### config.mk
export PLATFORM = sky130hd
export DESIGN_NAME = jk_bank_ctrl
export DESIGN_NICKNAME = d
export VERILOG_FILES = /design/src/rtl/jk_bank_ctrl_pkg.sv /design/src/rtl/jk_bank_ctrl_rr_arbiter.sv /design/src/rtl/jk_bank_ctrl.sv
export SDC_FILE = /design/constraint.sdc
export NUM_CORES = 1
export LEC_CHECK = 0
export BUFFER_PORTS_ARGS = -buffer_cell sky130_fd_sc_hd__buf_4
export CORE_MARGIN = 3
export CORE_UTILIZATION = 55
export CTS_CLUSTER_DIAMETER = 40
export DETAILED_ROUTE_END_ITERATION = 10
export GPL_TIMING_DRIVEN = 0
export PLACE_DENSITY = 0.85
export REMOVE_ABC_BUFFERS = 1
export SLEW_MARGIN = 30
export SYNTH_ARGS = -nofsm -noshare
export SYNTH_HDL_FRONTEND = slang
export SYNTH_SLANG_ARGS = --single-unit
### constraint.sdc
create_clock -name clk -period 5.6 [get_ports clk]
set_input_delay 1.12 -clock clk [delete_from_list [all_inputs] [get_ports clk]]
set_output_delay 1.12 -clock clk [all_outputs]
set_load 0.01 [all_outputs]
### src/rtl/jk_bank_ctrl_pkg.sv
// Shared types for the JK bank controller: command opcodes, FSM states and
// the expected read-back rule for a single JK flip-flop.
package jk_bank_ctrl_pkg;

    typedef enum logic [1:0] {
        OP_HOLD   = 2'b00,
        OP_RESET  = 2'b01,
        OP_SET    = 2'b10,
        OP_TOGGLE = 2'b11
    } jk_op_e;

    typedef enum logic [1:0] {
        IDLE,
        ISSUE,
        CHECK
    } ctrl_state_e;

    // What Q must read after one clock of {J,K}=op, given Q before that clock.
    function automatic logic expected_q(jk_op_e op, logic q_prev);
        case (op)
            OP_HOLD:   return q_prev;
            OP_RESET:  return 1'b0;
            OP_SET:    return 1'b1;
            OP_TOGGLE: return ~q_prev;
            default:   return q_prev;
        endcase
    endfunction

endpackage

### src/rtl/jk_bank_ctrl_rr_arbiter.sv
// Round-robin arbiter: grants the first requester at or after the internal
// pointer, and moves the pointer past the winner when advance is asserted.
module rr_arbiter #(
    parameter int N = 4
) (
    input  logic                 clk,
    input  logic                 rst,
    input  logic [N-1:0]         req,
    input  logic                 advance,
    output logic [N-1:0]         grant,
    output logic [$clog2(N)-1:0] grant_idx
);

    localparam int W = $clog2(N);

    logic [W-1:0] ptr;
    logic         found;
    int           c;

    always_comb begin
        grant     = '0;
        grant_idx = '0;
        found     = 1'b0;
        c         = 0;
        for (int i = 0; i < N; i++) begin
            c = int'(ptr) + i;
            if (c >= N) c = c - N;
            if (!found && req[c]) begin
                found     = 1'b1;
                grant[c]  = 1'b1;
                grant_idx = W'(c);
            end
        end
    end

    always_ff @(posedge clk) begin
        if (rst) begin
            ptr <= '0;
        end else if (advance) begin
            ptr <= (grant_idx == W'(N - 1)) ? '0 : grant_idx + W'(1);
        end
    end

endmodule

### src/rtl/jk_bank_ctrl.sv
// Command sequencer sharing one JK flip-flop bank between NUM_REQ requesters.
// Define JK_BANK_CTRL_PRIO_EN to give requester 0 strict priority over the rest.
module jk_bank_ctrl
    import jk_bank_ctrl_pkg::*;
#(
    parameter  int NUM_REQ  = 4,
    parameter  int NUM_BITS = 8,
    localparam int IDX_W    = $clog2(NUM_BITS),
    localparam int REQ_W    = $clog2(NUM_REQ)
) (
    input  logic                      clk,
    input  logic                      rst,
    input  logic [NUM_REQ-1:0]        req_valid,
    output logic [NUM_REQ-1:0]        req_ready,
    input  logic [2*NUM_REQ-1:0]      req_op,
    input  logic [IDX_W*NUM_REQ-1:0]  req_idx,
    output logic [NUM_BITS-1:0]       jk_j,
    output logic [NUM_BITS-1:0]       jk_k,
    input  logic [NUM_BITS-1:0]       jk_q,
    output logic                      done_valid,
    output logic [REQ_W-1:0]          done_id,
    output logic                      done_q,
    output logic                      done_err,
    output logic                      err_sticky
);

    localparam int EXT_W = 1 << IDX_W;

    ctrl_state_e state, state_nxt;

    logic [NUM_REQ-1:0]  arb_req, arb_grant, grant;
    logic [REQ_W-1:0]    arb_idx, win_id;
    logic                accept, advance;
    logic [1:0]          win_op;
    logic [IDX_W-1:0]    win_idx;
    logic                win_bad;
    logic [NUM_BITS-1:0] win_sel;

    jk_op_e              op_q;
    logic [IDX_W-1:0]    idx_q;
    logic [REQ_W-1:0]    id_q;
    logic                bad_q;
    logic                q_prev;
    logic [EXT_W-1:0]    q_ext;
    logic                q_sel;

    assign accept = (state == IDLE) && !rst && (|req_valid);

    rr_arbiter #(.N(NUM_REQ)) u_arb (
        .clk       (clk),
        .rst       (rst),
        .req       (arb_req),
        .advance   (advance),
        .grant     (arb_grant),
        .grant_idx (arb_idx)
    );

`ifdef JK_BANK_CTRL_PRIO_EN
    // Requester 0 bypasses the arbiter entirely so its wins never move the pointer.
    always_comb begin
        arb_req    = req_valid;
        arb_req[0] = 1'b0;
        if (req_valid[0]) begin
            grant  = NUM_REQ'(1);
            win_id = '0;
        end else begin
            grant  = arb_grant;
            win_id = arb_idx;
        end
        advance = accept && !req_valid[0];
    end
`else
    always_comb begin
        arb_req = req_valid;
        grant   = arb_grant;
        win_id  = arb_idx;
        advance = accept;
    end
`endif

    always_comb begin
        win_op  = '0;
        win_idx = '0;
        for (int i = 0; i < NUM_REQ; i++) begin
            if (grant[i]) begin
                win_op  = req_op[2*i +: 2];
                win_idx = req_idx[IDX_W*i +: IDX_W];
            end
        end
    end

    // Indices past the end of a non-power-of-two bank drive nothing.
    assign win_bad = {1'b0, win_idx} >= (IDX_W + 1)'(NUM_BITS);
    assign win_sel = win_bad ? '0 : (NUM_BITS'(1) << win_idx);
    assign q_ext   = EXT_W'(jk_q);
    assign q_sel   = q_ext[idx_q];

    always_ff @(posedge clk) begin
        if (rst) begin
            state <= IDLE;
        end else begin
            state <= state_nxt;
        end
    end

    always_comb begin
        state_nxt = state;
        case (state)
            IDLE:    if (accept) state_nxt = ISSUE;
            ISSUE:   state_nxt = CHECK;
            CHECK:   state_nxt = IDLE;
            default: state_nxt = IDLE;
        endcase
    end

    always_comb begin
        req_ready  = '0;
        done_valid = 1'b0;
        done_id    = '0;
        done_q     = 1'b0;
        done_err   = 1'b0;
        case (state)
            IDLE:    if (!rst) req_ready = grant;
            CHECK: begin
                done_valid = 1'b1;
                done_id    = id_q;
                done_q     = bad_q ? 1'b0 : q_sel;
                done_err   = bad_q || (q_sel != expected_q(op_q, q_prev));
            end
            default: ;
        endcase
    end

    // J/K are loaded on the accept edge so they are high for exactly the ISSUE cycle.
    always_ff @(posedge clk) begin
        if (rst) begin
            jk_j       <= '0;
            jk_k       <= '0;
            op_q       <= OP_HOLD;
            idx_q      <= '0;
            id_q       <= '0;
            bad_q      <= 1'b0;
            q_prev     <= 1'b0;
            err_sticky <= 1'b0;
        end else begin
            jk_j <= '0;
            jk_k <= '0;
            if (accept) begin
                op_q  <= jk_op_e'(win_op);
                idx_q <= win_idx;
                id_q  <= win_id;
                bad_q <= win_bad;
                jk_j  <= win_sel & {NUM_BITS{win_op[1]}};
                jk_k  <= win_sel & {NUM_BITS{win_op[0]}};
            end
            if (state == ISSUE) q_prev <= q_sel;
            if (done_err) err_sticky <= 1'b1;
        end
    end

endmodule
After elaboration in Yosys (flattened, before gate mapping)
Cells that the tools add are included.

operators by class
  multiplexer cells = 56
  shifts and indexed selects = 1
  reduce and logical (&&, ||, !) cells = 17
  multipliers = 0
  eq/ne operators = 8
  add/subtract/negate cells = 8
  divide/modulo/power cells = 0
  bitwise operators = 7
  magnitude comparators = 13

operator list
  operator                                                                        count
  32-bit by 1-bit >= comparator with 1-bit output (second input constant)         4
  32-bit by 4-bit less-than comparator with 1-bit output (second input constant)  4
  32-bit two-way mux                                                              4
  32-bit by 4-bit >= comparator with 1-bit output (second input constant)         3
  32-bit by 4-bit subtractor with 32-bit output (second input constant)           3
  4-bit two-way mux                                                               6
  2-bit two-way mux                                                               11
  1-bit two-way mux                                                               20
  8-bit bitwise AND                                                               2
  3-bit two-way mux                                                               4
  4-bit OR                                                                        3
  1-bit logical AND                                                               9
  1-bit binary-select mux with 2-bit select                                       4
  1-bit demux with 2-bit select                                                   4
  2-bit equality test (second input constant)                                     4
  1-bit by 3-bit << shifter with 8-bit output (first input constant)              1
  2-bit by 2-bit adder with 3-bit output (second input constant)                  2
  2-bit by 1-bit equality test with 1-bit output (second input constant)          2
  1-bit logical NOT                                                               4
  2-bit logical NOT                                                               2
  3-bit by 4-bit less-than comparator with 1-bit output (second input constant)   1
  1-bit case mux with 4 select lines                                              1
  2-bit case mux with 2 select lines                                              1
  4-bit OR reduction                                                              1
  other kinds (9)                                                                 10

storage, ports and cells
  output and inout port bits = 26
  register bits = 29
  bits in latches = 0
  memories kept = 0
  ROM bits = 0
  input bits = 34
  RAM bits = 0
  word-level logic and storage cells = 119

Logic depth before layout (Yosys ltp)
Gate-level depths: netlist of run 1.

  word-level depth = 21
  depth in mapped cells = 13
  mapped depth without buffers = 9

Cells and area by module
Synthesis of run 1 repeated with hierarchy kept, for this count alone.

unflattened totals
  cells, all modules = 185
  area total of the unflattened synthesis = 1,705.4 um^2

by module, submodules not included
  module        times used  cells an instance  sequential area each (um^2)  area an instance (um^2)
  jk_bank_ctrl  1           132                540.5                        1,212.4
  rr_arbiter    1           53                 40.0                         493.0

Worst setup path after synthesis of run 1
OpenSTA, ideal clock, no wires.

  path type = flip-flop to output port
  from = reg with a tool-made name
  to = out req_ready[2]
  data required time = 4.480 ns
  cell stages (with the launch flop) = 11
  path buffers = 3
  arrival = 2.830 ns
  setup slack = 1.650 ns
  cell sequence = dfxtp_1 -> buf_6 -> clkbuf_1 -> inv_1 -> ha_1 -> buf_6 -> mux4_2 -> nor2b_1 -> a311o_1 -> and2_4 -> nor2_1

RTL lines
  item           line                RTL
  end, declared  jk_bank_ctrl.sv:14  output logic [NUM_REQ-1:0] req_ready,

==> results.json, run 1 <==
{
  "clock_path_buffers": 2,
  "num_vias": 1774,
  "fp.dieH_um": 65.52,
  "place_congestion": 0.8021,
  "power_density_nw_per_um2": 340.9,
  "cp.arrival_ps": 3560,
  "area_growth_pct": 23.25,
  "start_util_pct": 60.82,
  "finalClockSkew_ps": 5.670,
  "ys_ff_latch": 29,
  "drtPass1Iterations": 4,
  "syn_avg_cell_area_um2": 9.277,
  "grt_pass1_vias": 1675,
  "fmaxAchievable_ghz": 0.2139,
  "synth_cells": 210,
  "cts_buffers": 5,
  "drt-total-wl_mm": 4.378,
  "worst_slew_pin_slew_ps": 743.2,
  "h-tree-depth": 2,
  "cpPeakStageDelay_ps": 810,
  "path_clk_slew_ps": 90,
  "synthesis.area_um2": 1948,
  "antenna_cells": 0,
  "ioPinCount": 60,
  "worst_setup_path_end_kind": "output port",
  "die_area_um2": 4292,
  "setup_viol": 0,
  "setup-tns-final_ps": 0,
  "dpl.hpwl_mm": 3.444,
  "drc": 0,
  "cts_sinks": 29,
  "cp_slowest_cell": "dfxtp_1",
  "layout_commonest_cell": "buf_4",
  "ys_types": 65,
  "grt-ovfl-total": 0,
  "finalNetCount": 304,
  "ant_nets": 0,
  "rsz0062_at_grt": "no",
  "cts_tree": "done",
  "antenna_found_initial": 0,
  "p_leak_nw": 1.008,
  "fillers": 277,
  "ys_seq_area_share_pct": 29.80,
  "post-route-util_pct": 74.96,
  "routedWlPerCell_um": 14.17,
  "cap_violations": 0,
  "final_cell_mix": "59 x buf_4, 29 x dfxtp_1, 17 x nand2_1, 17 x nor2_1, 17 x nor3_1",
  "hold_viol_final": 0,
  "crit_fanout": 23,
  "synth_flop_cell": "dfxtp_1",
  "async_reset_ff_share_pct": 0,
  "cts-root-buf": "clkbuf_4",
  "die_x_um": 65.52,
  "grtUsageTotal_pct": 21.01,
  "yosysWarningCount": 0,
  "outcome": "completed",
  "synth-edff-count": 0,
  "fp-row-count": 20,
  "cp_data_required_time_ps": 4480,
  "setup.worst_path.class": "reg -> out",
  "drt_iter0_drc": 97,
  "layout_min_cycle_time_ps": 4675,
  "core_area_um2": 3203,
  "vias_per_cell": 5.741,
  "slew_viol_final": 0,
  "critPathLaunchType": "flop",
  "post_cts_buffers": 0,
  "hp-class": "reg -> reg",
  "insertion_delay_ps": 310,
  "finalCritPeriodShare_pct": 83.49,
  "hold_buffers": 0,
  "max_slew_margin_pct": 50.39,
  "cts_resized": 0,
  "port-buffer-count": 59,
  "drive_above_1_share_pct": 36.23,
  "grt_pass1_wl_mm": 7.148,
  "crit_chain": "inv_1 -> ha_1 -> mux4_2 -> nor2b_1 -> a311o_1 -> and2_4 -> nor2_1 -> buf_4",
  "ir_worst_vdd_uv": 222.4,
  "grt_max_degree": 24
}
-- Yosys cell counts (4+ instances only) --
cell type / instances / share of area [%]
ha_1: 6 / 3.9
o21ai_0: 8 / 2.1
nand2b_1: 4 / 1.3
a21oi_1: 10 / 2.6
nor2b_1: 5 / 1.6
nor2_1: 17 / 3.3
nand2_1: 17 / 3.3
mux2i_1: 4 / 2.1
buf_6: 6 / 3.5
and3_1: 4 / 1.3
nor3_1: 17 / 4.4
mux4_2: 5 / 5.8
dfxtp_1: 29 / 30
inv_1: 5 / 0.96
-- worst paths after layout --
path	startpoint	end	slack, ps	depth (start not counted)
min reg2reg	id_q[1]	id_q[1]	450	2
max	flop	req_ready[2]	920	8
max reg2reg	flop	idx_q[1]	1770	9
min	id_q[1]	id_q[1]	450	2
-- per-layer routing --
| layer | vias up | wire, µm | track usage (%) |
|---|---|---|---|
| met5 | - | 0 | 0 |
| li1 | 898 | - | - |
| met4 | 0 | 61 | 7.772 |
| met3 | 6 | 216 | 3.932 |
| met1 | 818 | 1923 | 24.97 |
| met2 | 52 | 2177 | 37.29 |
-- worst max-delay path, delay by kind of cell, from the launching register on --
family          cells  cell delay [ps]
fa+ha+maj           1              550
compound gates      1              380
flops               1              810
mux                 1              680
buf+inv             2              360
simple gates        3              470
-- power breakdown --
group	total (mW)	leakage (nW)	switching [mW]	internal, mW
Sequential	0.256	0.236	0.0244	0.232
Clock	0.113	0.0320	0.0650	0.0477
Combinational	0.450	0.740	0.266	0.183
-- flip-flops by register name (all words and copies together) (netlist names), named ones only --
signal	flops
state	2
op_q	2
u_arb.ptr	1
id_q	2
jk_j	8
jk_k	8
err_sticky	1
q_prev	1
idx_q	3
-- cell families after synthesis --
family / synth area share [%]
flip-flops: 29.80
AO/OA/AOI/OAI: 27.23
adder cells (fa/ha/maj): 3.853
AND/OR/NAND/NOR: 23.57
multiplexers: 9.184
XOR/XNOR: 0.4497
buffers and inverters: 5.909
-- per-stage QoR --
| stage | setup WS, ps | cells | total power [mW] | area (µm²) | hold slack, ps |
|---|---|---|---|---|---|
| floorplan | 1646 | 198 | 0.5915 | 1852 | 425.7 |
| global placement | 1320 | 301 | 0.6985 | 2350 | 440.2 |
| detailed placement | 1282 | 301 | 0.7080 | 2350 | 443.3 |
| CTS | 922.5 | 309 | 0.8202 | 2401 | 454.6 |
| global route | 649.8 | 309 | 0.8782 | 2401 | 491.6 |
| finish | 924.5 | 309 | 0.8186 | 2401 | 453.3 |
-- final cells by class --
cell class	count	area [µm²]	area share, %
Multi-Input combinational cell	164	1252	52.16
Sequential cell	29	580.6	24.18
Timing Repair Buffer	59	442.9	18.45
Tap cell	44	55.05	2.293
Clock buffer	6	41.29	1.720
Inverter	5	18.77	0.7817
Clock inverter	2	10.01	0.4169
No activity file was read; power rests on OpenSTA's default activity.
==> run 2: changes to the inputs <==
--- a/config.mk
+++ b/config.mk
@@ -7,11 +7,11 @@
 export LEC_CHECK = 0
 export BUFFER_PORTS_ARGS = -buffer_cell sky130_fd_sc_hd__buf_4
 export CORE_MARGIN = 3
-export CORE_UTILIZATION = 55
+export CORE_UTILIZATION = 46
 export CTS_CLUSTER_DIAMETER = 40
 export DETAILED_ROUTE_END_ITERATION = 10
 export GPL_TIMING_DRIVEN = 0
-export PLACE_DENSITY = 0.85
+export PLACE_DENSITY = 0.76
 export REMOVE_ABC_BUFFERS = 1
 export SLEW_MARGIN = 30
 export SYNTH_ARGS = -nofsm -noshare
==> constraint.sdc (replaced) <==
create_clock -name clk -period 3.7 [get_ports clk]
set_input_delay 0.74 -clock clk [delete_from_list [all_inputs] [get_ports clk]]
set_output_delay 0.74 -clock clk [all_outputs]
set_load 0.01 [all_outputs]
==> run 2 against run 1 <==
Worst setup slack got worse by 750 ps. Critical endpoint is now req_ready[3]. Highest routed layer unchanged. Via count rose by 1.7%. Critical path type unchanged. Flip-flop and latch count unchanged. First-iteration DRC count decreased by 13%. Routed wire length up 6.1%. Hold slack worse by 3.2 ps.
==> results.json, run 2 (same netlist as run 1, synthesis figures left out) <==
{
  "cap_violations": 0,
  "pwr-share-comb_pct": 50.0,
  "start_util_pct": 48.35,
  "dpl.hpwl_mm": 3.580,
  "insertion_delay_ps": 280,
  "p_leak_nw": 1.057,
  "critPathMostFrequentCell": "buf_4",
  "grt-busiest-layer": "met2",
  "cp_slowest_cell": "mux4_2",
  "die_x_um": 71.08,
  "rrSetupSlack_ps": 500,
  "cts-root-buf": "clkbuf_8",
  "seqPwrFrac_pct": 26.8,
  "cp_num_buf_inv": 3,
  "ioPinCount": 60,
  "ir_worst_vdd_uv": 254.9,
  "cp_data_required_time_ps": 2960,
  "cts_sinks": 29,
  "crit_chain": "inv_1 -> ha_4 -> mux4_2 -> buf_4 -> nor2_4 -> o211ai_1 -> and2_4 -> nor2_1 -> buf_4",
  "switchingPower_mw": 0.5647,
  "finalPower_mw": 1.437,
  "grt-ovfl-total": 0,
  "internal_power_mw": 0.8726,
  "drc": 0,
  "hp-class": "reg -> reg",
  "fp.dieH_um": 71.08,
  "cpLargestDelayFamily": "multiplexers",
  "hold_buffers": 0,
  "use_met2_pct": 33.57,
  "drt-total-wl_mm": 4.646,
  "holdWs_ps": 450.1,
  "critPathLaunch": "u_arb.ptr[1]",
  "cts_buffers": 5,
  "hold_viol_final": 0,
  "area_growth_pct": 29.54,
  "crit_cells": 9,
  "drive_above_1_share_pct": 38.29,
  "routedWlPerCell_um": 14.56,
  "finalClockSkew_ps": 7.640,
  "rsz0062_at_grt": "no",
  "place_congestion": 0.8180,
  "layout_commonest_cell": "buf_4",
  "grt_pass1_vias": 1791,
  "cts_tree": "done",
  "ant_nets": 0,
  "register_area_um2": 588.1,
  "h-tree-depth": 2,
  "fmaxAchievable_ghz": 0.2837,
  "grt.met1_usage_pct": 23.12,
  "cp.arrival_ps": 2780,
  "design_area_um2": 2524,
  "setup_viol": 0,
  "vias_per_cell": 5.655,
  "grtUsageTotal_pct": 19.32,
  "grt_pass1_wl_mm": 7.990,
  "power.share.clock_pct": 23.2,
  "num_vias": 1804,
  "fp-row-count": 23,
  "finalCritPeriodShare_pct": 95.26,
  "antenna_cells": 0,
  "clock_path_buffers": 2,
  "core_area_um2": 4029,
  "fillers": 357,
  "finalNetCount": 308,
  "port-buffer-count": 59,
  "use_met3_pct": 3.551,
  "drtPass1Iterations": 4,
  "drt_iter0_drc": 84,
  "outcome": "completed",
  "grt_max_degree": 24,
  "worst_setup_path_end_kind": "output port",
  "rr_startpoint": "u_arb.ptr[1]",
  "worst_slew_pin_slew_ps": 434.0,
  "reg_top3": "jk_j x8, jk_k x8, idx_q x3",
  "critPathCapture": "req_ready[3]",
  "antenna_found_initial": 0,
  "layout_min_cycle_time_ps": 3525,
  "crit_fanout": 11,
  "die_area_um2": 5052,
  "power_density_nw_per_um2": 569.6,
  "timing.rr.end": "idx_q[1]",
  "slew_viol_final": 0,
  "reg2reg_depth": 10,
  "cpPeakStageDelay_ps": 560,
  "max_slew_margin_pct": 71.02,
  "path_clk_slew_ps": 60,
  "critPathLaunchType": "flop",
  "placed_cell_area_um2": 2357,
  "multi_input_area_um2": 1265,
  "final_cell_mix": "63 x buf_4, 27 x dfxtp_1, 17 x nand2_1, 17 x nor2_1, 17 x nor3_1",
  "setup.worst_path.class": "reg -> out",
  "switching_share_pct": 39.29
}
run 2: cell types whose count changed in the layout (fill, tap and decap cells not counted):
cell	before	now
clkbuf_8	0	6
clkbuf_4	5	0
buf_4	59	63
clkinv_2	2	0
dfxtp_1	29	27
dfxtp_4	0	2
bufinv_16	0	1
ha_1	6	5
ha_4	0	1
run 2: worst register-to-register path, stage by stage, from the launching register on:
cell and delay, ps:
dfxtp_4 430, inv_1 160, ha_4 370, mux4_2 560, buf_4 170, and3b_1 170, a21oi_2 210, nand2_1 170
a221oi_2 410, o21a_2 330, a211oi_2 100
run 2: power by group through the flow:
| stage | logic [mW] | registers (mW) | clock network [mW] |
|---|---|---|---|
| 4_1_cts | 0.698 | 0.388 | 0.337 |
| 3_5_place_dp | 0.681 | 0.394 | 0 |
| 6_report | 0.718 | 0.385 | 0.334 |
| 3_3_place_gp | 0.664 | 0.393 | 0 |
| 2_1_floorplan | 0.500 | 0.395 | 0 |
| 5_1_grt | 0.788 | 0.391 | 0.356 |
run 2: worst min path at each step:
stage,end,start,cells after the start,slack [ps]
global placement,id_q[0],id_q[0],2,440
finish,id_q[1],id_q[1],2,450
detailed placement,id_q[1],id_q[1],2,440
floorplan,id_q[0],id_q[0],2,430
global route,id_q[1],id_q[1],2,490
CTS,id_q[1],id_q[1],2,450
run 2: final cells by class:
class	instances	share of cell area (%)
timing repair buffer	63	18.74
sequential	29	23.30
inverter	5	0.7437
clock inverter	1	1.190
clock buffer	7	3.421
tap	50	2.479
multi-input combinational	164	50.12
run 2: what timing repair did:
action	in CTS	in global routing
endpoints found under the hold margin	0	0
endpoints found under the setup margin	22	4
gates resized for setup	4	2
setup buffers	3	1
gates cloned	0	0
run 2: through the flow:
| step | utilization [%] | setup TNS (ps) | instances | setup slack (ps) |
|---|---|---|---|---|
| 2_1_floorplan | - | 0 | 198 | 125.8 |
| 3_3_place_gp | 58.51 | -1081 | 307 | -277.6 |
| 3_5_place_dp | 58.51 | -2052 | 307 | -286.3 |
| 4_1_cts | 62.14 | 0 | 318 | 1.746 |
| 5_1_grt | 62.64 | 0 | 319 | 11.87 |
| 6_report | 62.64 | 0 | 319 | 175.3 |
run 2: per-layer routing:
layer	vias up	routed length, µm
met3	10	265
li1	908	-
met5	-	0
met1	837	1898
met4	0	90
met2	49	2391
==> run 3: changes to the inputs <==
--- a/config.mk
+++ b/config.mk
@@ -5,10 +5,11 @@
 export SDC_FILE = /design/constraint.sdc
 export NUM_CORES = 1
 export LEC_CHECK = 0
+export ABC_AREA = 1
 export BUFFER_PORTS_ARGS = -buffer_cell sky130_fd_sc_hd__buf_4
 export CORE_MARGIN = 3
-export CORE_UTILIZATION = 46
-export CTS_CLUSTER_DIAMETER = 40
+export CORE_UTILIZATION = 45
+export CTS_CLUSTER_DIAMETER = 30
 export DETAILED_ROUTE_END_ITERATION = 10
 export GPL_TIMING_DRIVEN = 0
 export PLACE_DENSITY = 0.76
==> run 3 against run 2 <==
Via count increased by 1.3%. Hold slack improved by 15 ps. Routed wire length decreased by 12%. Non-clock buffer count decreased by 4. Synthesized area decreased by 9.8%. Worst setup slack improved by 210 ps. Fmax increased by 6.3%. Critical endpoint unchanged.
==> results.json, run 3 <==
{
  "synthTopCellsByArea": "dfxtp_1 33%, nand2_1 14%, nand3_1 8.5%",
  "path_clk_slew_ps": 60,
  "finalCritPeriodShare_pct": 89.60,
  "h-tree-depth": 2,
  "routedWlPerCell_um": 10.88,
  "timing.rr.end": "jk_k[3]",
  "area_growth_pct": 31.03,
  "stdcell_count": 374,
  "grt.met1_usage_pct": 24.93,
  "hold_viol_final": 0,
  "drc": 0,
  "insertion_delay_ps": 280,
  "outcome": "completed",
  "vias_per_cell": 4.885,
  "holdWs_ps": 464.7,
  "grt-ovfl-total": 0,
  "cp.arrival_ps": 2580,
  "syn_avg_cell_area_um2": 6.659,
  "ys_ff_latch": 29,
  "worst_slew_pin_slew_ps": 423.8,
  "yosysWarningCount": 0,
  "synth-edff-count": 0,
  "cpLargestDelayFamily": "simple AND/OR/NAND/NOR gates",
  "grt_max_degree": 16,
  "rr_startpoint": "u_arb.ptr[1]",
  "finalClockSkew_ps": 3.783,
  "grt_pass1_wl_mm": 6.699,
  "critPathMostFrequentCell": "nand2_1",
  "hold_end": "err_sticky",
  "final_cell_mix": "64 x nand2_1, 59 x buf_4, 33 x inv_1, 33 x nor2_1, 30 x nand3_1",
  "antenna_cells": 0,
  "use_met3_pct": 3.566,
  "synthesis.area_um2": 1758,
  "synth_most_common_cell": "nand2_1",
  "layout_min_cycle_time_ps": 3315,
  "fmaxAchievable_ghz": 0.3017,
  "synth_flop_cell": "dfxtp_1",
  "yosys-top-cells-count": "64 x nand2_1, 33 x inv_1, 33 x nor2_1",
  "min_from": "err_sticky",
  "die_x_um": 68.50,
  "grt_pass1_vias": 1591,
  "dpl.hpwl_mm": 3.143,
  "grtUsageTotal_pct": 18.76,
  "cts_buffers": 5,
  "cts_sinks": 29,
  "setup_viol": 0,
  "core_area_um2": 3716,
  "synth_top_area_share_pct": 33.02,
  "ir_worst_vdd_uv": 410.0,
  "drtPass1Iterations": 4,
  "finalNetCount": 365,
  "slew_viol_final": 0,
  "yosys.area.top_type": "dfxtp_1",
  "fp.dieH_um": 68.50,
  "cts_tree": "done",
  "power_density_nw_per_um2": 737.3,
  "cp_slowest_cell": "dfxtp_1",
  "cp_num_buf_inv": 4,
  "cpPeakStageDelay_ps": 480,
  "drive_above_1_share_pct": 29.14,
  "clock_path_buffers": 2,
  "critPathLaunchType": "flop",
  "die_area_um2": 4692,
  "synth_cells": 264,
  "post-route-util_pct": 61.99,
  "crit_chain": "inv_1 -> ha_1 -> inv_1 -> nand3_1 -> nand2_1 -> nor2_2 -> nand2_1 -> nand2_1 -> a21oi_2 -> nand2_1 -> nand2_1 -> inv_1 -> buf_4",
  "ys_seq_area_share_pct": 33.02,
  "cts-root-buf": "clkbuf_8",
  "antenna_found_initial": 0,
  "place_congestion": 0.7750,
  "async_reset_ff_share_pct": 0,
  "rsz0062_at_grt": "no",
  "cap_violations": 0,
  "setup-tns-final_ps": 0,
  "num_vias": 1827,
  "reg_top3": "jk_j x8, jk_k x8, idx_q x3",
  "post_cts_buffers": 0,
  "start_util_pct": 47.31,
  "design_area_um2": 2303,
  "worst_setup_path_end_kind": "output port",
  "port-buffer-count": 59,
  "hp-class": "reg -> reg",
  "ioPinCount": 60,
  "critPathLaunch": "u_arb.ptr[1]",
  "max_slew_margin_pct": 71.75,
  "rrSetupSlack_ps": 1030,
  "use_met2_pct": 29.20,
  "post-place-ws_ps": 503.3,
  "crit_fanout": 11,
  "p_leak_nw": 1.195,
  "fillers": 379,
  "ys_types": 26,
  "placed_cells": 366,
  "reg2reg_depth": 16,
  "placed_cell_area_um2": 2220,
  "finalPower_mw": 1.698,
  "layout_commonest_cell": "nand2_1",
  "setup.worst_path.class": "reg -> out",
  "worst_slack_ps": 384.9,
  "fp-row-count": 22,
  "cp_data_required_time_ps": 2960,
  "ant_nets": 0,
  "grt-busiest-layer": "met2",
  "min_path_cells": 1,
  "drt-total-wl_mm": 4.070,
  "drt_iter0_drc": 93
}
==> run 3: area by class of cell <==
class                      count  area [µm²]  share of cell area, %
multi-input combinational    191       989.7                  42.97
sequential                    29       581.8                  25.26
timing repair buffer          59       442.9                  19.23
inverter                      39       146.4                  6.355
clock buffer                   6       72.57                  3.150
tap                           48       60.06                  2.607
clock inverter                 2       10.01                 0.4345
==> run 3: cell families (layout without fill, tap and decap cells) <==
family,after synthesis,in the layout,share of synthesized area [%]
and+or+nand+nor,142,142,35.80
DFF,29,29,33.03
adders and majority gates,6,6,4.270
AOI/OAI and AO/OA,43,43,16.23
buffers and inverters,44,106,10.68
==> run 3: what timing repair did <==
item                                   4_1_cts  5_1_grt
hold buffers                                 0        0
endpoints found under the hold margin        0        0
setup endpoints to repair                    0        1
gates resized for setup                      0        1
==> run 3: worst max-delay path by stage <==
stage / end / slack, ps / cells past startpoint
6_report: req_ready[3] / 380 / 13
4_1_cts: req_ready[3] / 180 / 13
5_1_grt: req_ready[3] / 130 / 13
3_5_place_dp: req_ready[3] / 500 / 13
2_1_floorplan: req_ready[3] / 980 / 12
3_3_place_gp: req_ready[3] / 540 / 13
==> run 3: worst reg2reg max path, stage by stage (launching register included) <==
cell,delay (ps)
dfxtp_1,480
inv_1,190
ha_1,380
inv_1,100
nand3_1,80
nand2_1,80
nor2_2,210
nand2_1,80
nand2_1,80
a21oi_2,30
nand2_1,310
a21oi_1,70
nand2_1,110
nand2_2,110
inv_2,100
nand3_1,80
nor2_1,100
==> run 3: per-layer routing <==
metal,wire [µm],vias to the layer above
met1,1941,799
li1,-,962
met2,1795,60
met4,80,0
met5,0,-
met3,252,6
==> run 3: power by group <==
part | leakage (nW) | switching [mW] | internal (mW)
logic | 0.914 | 0.679 | 0.363
registers | 0.236 | 0.0422 | 0.371
clock network | 0.0450 | 0.113 | 0.130
total | 1.20 | 0.834 | 0.864
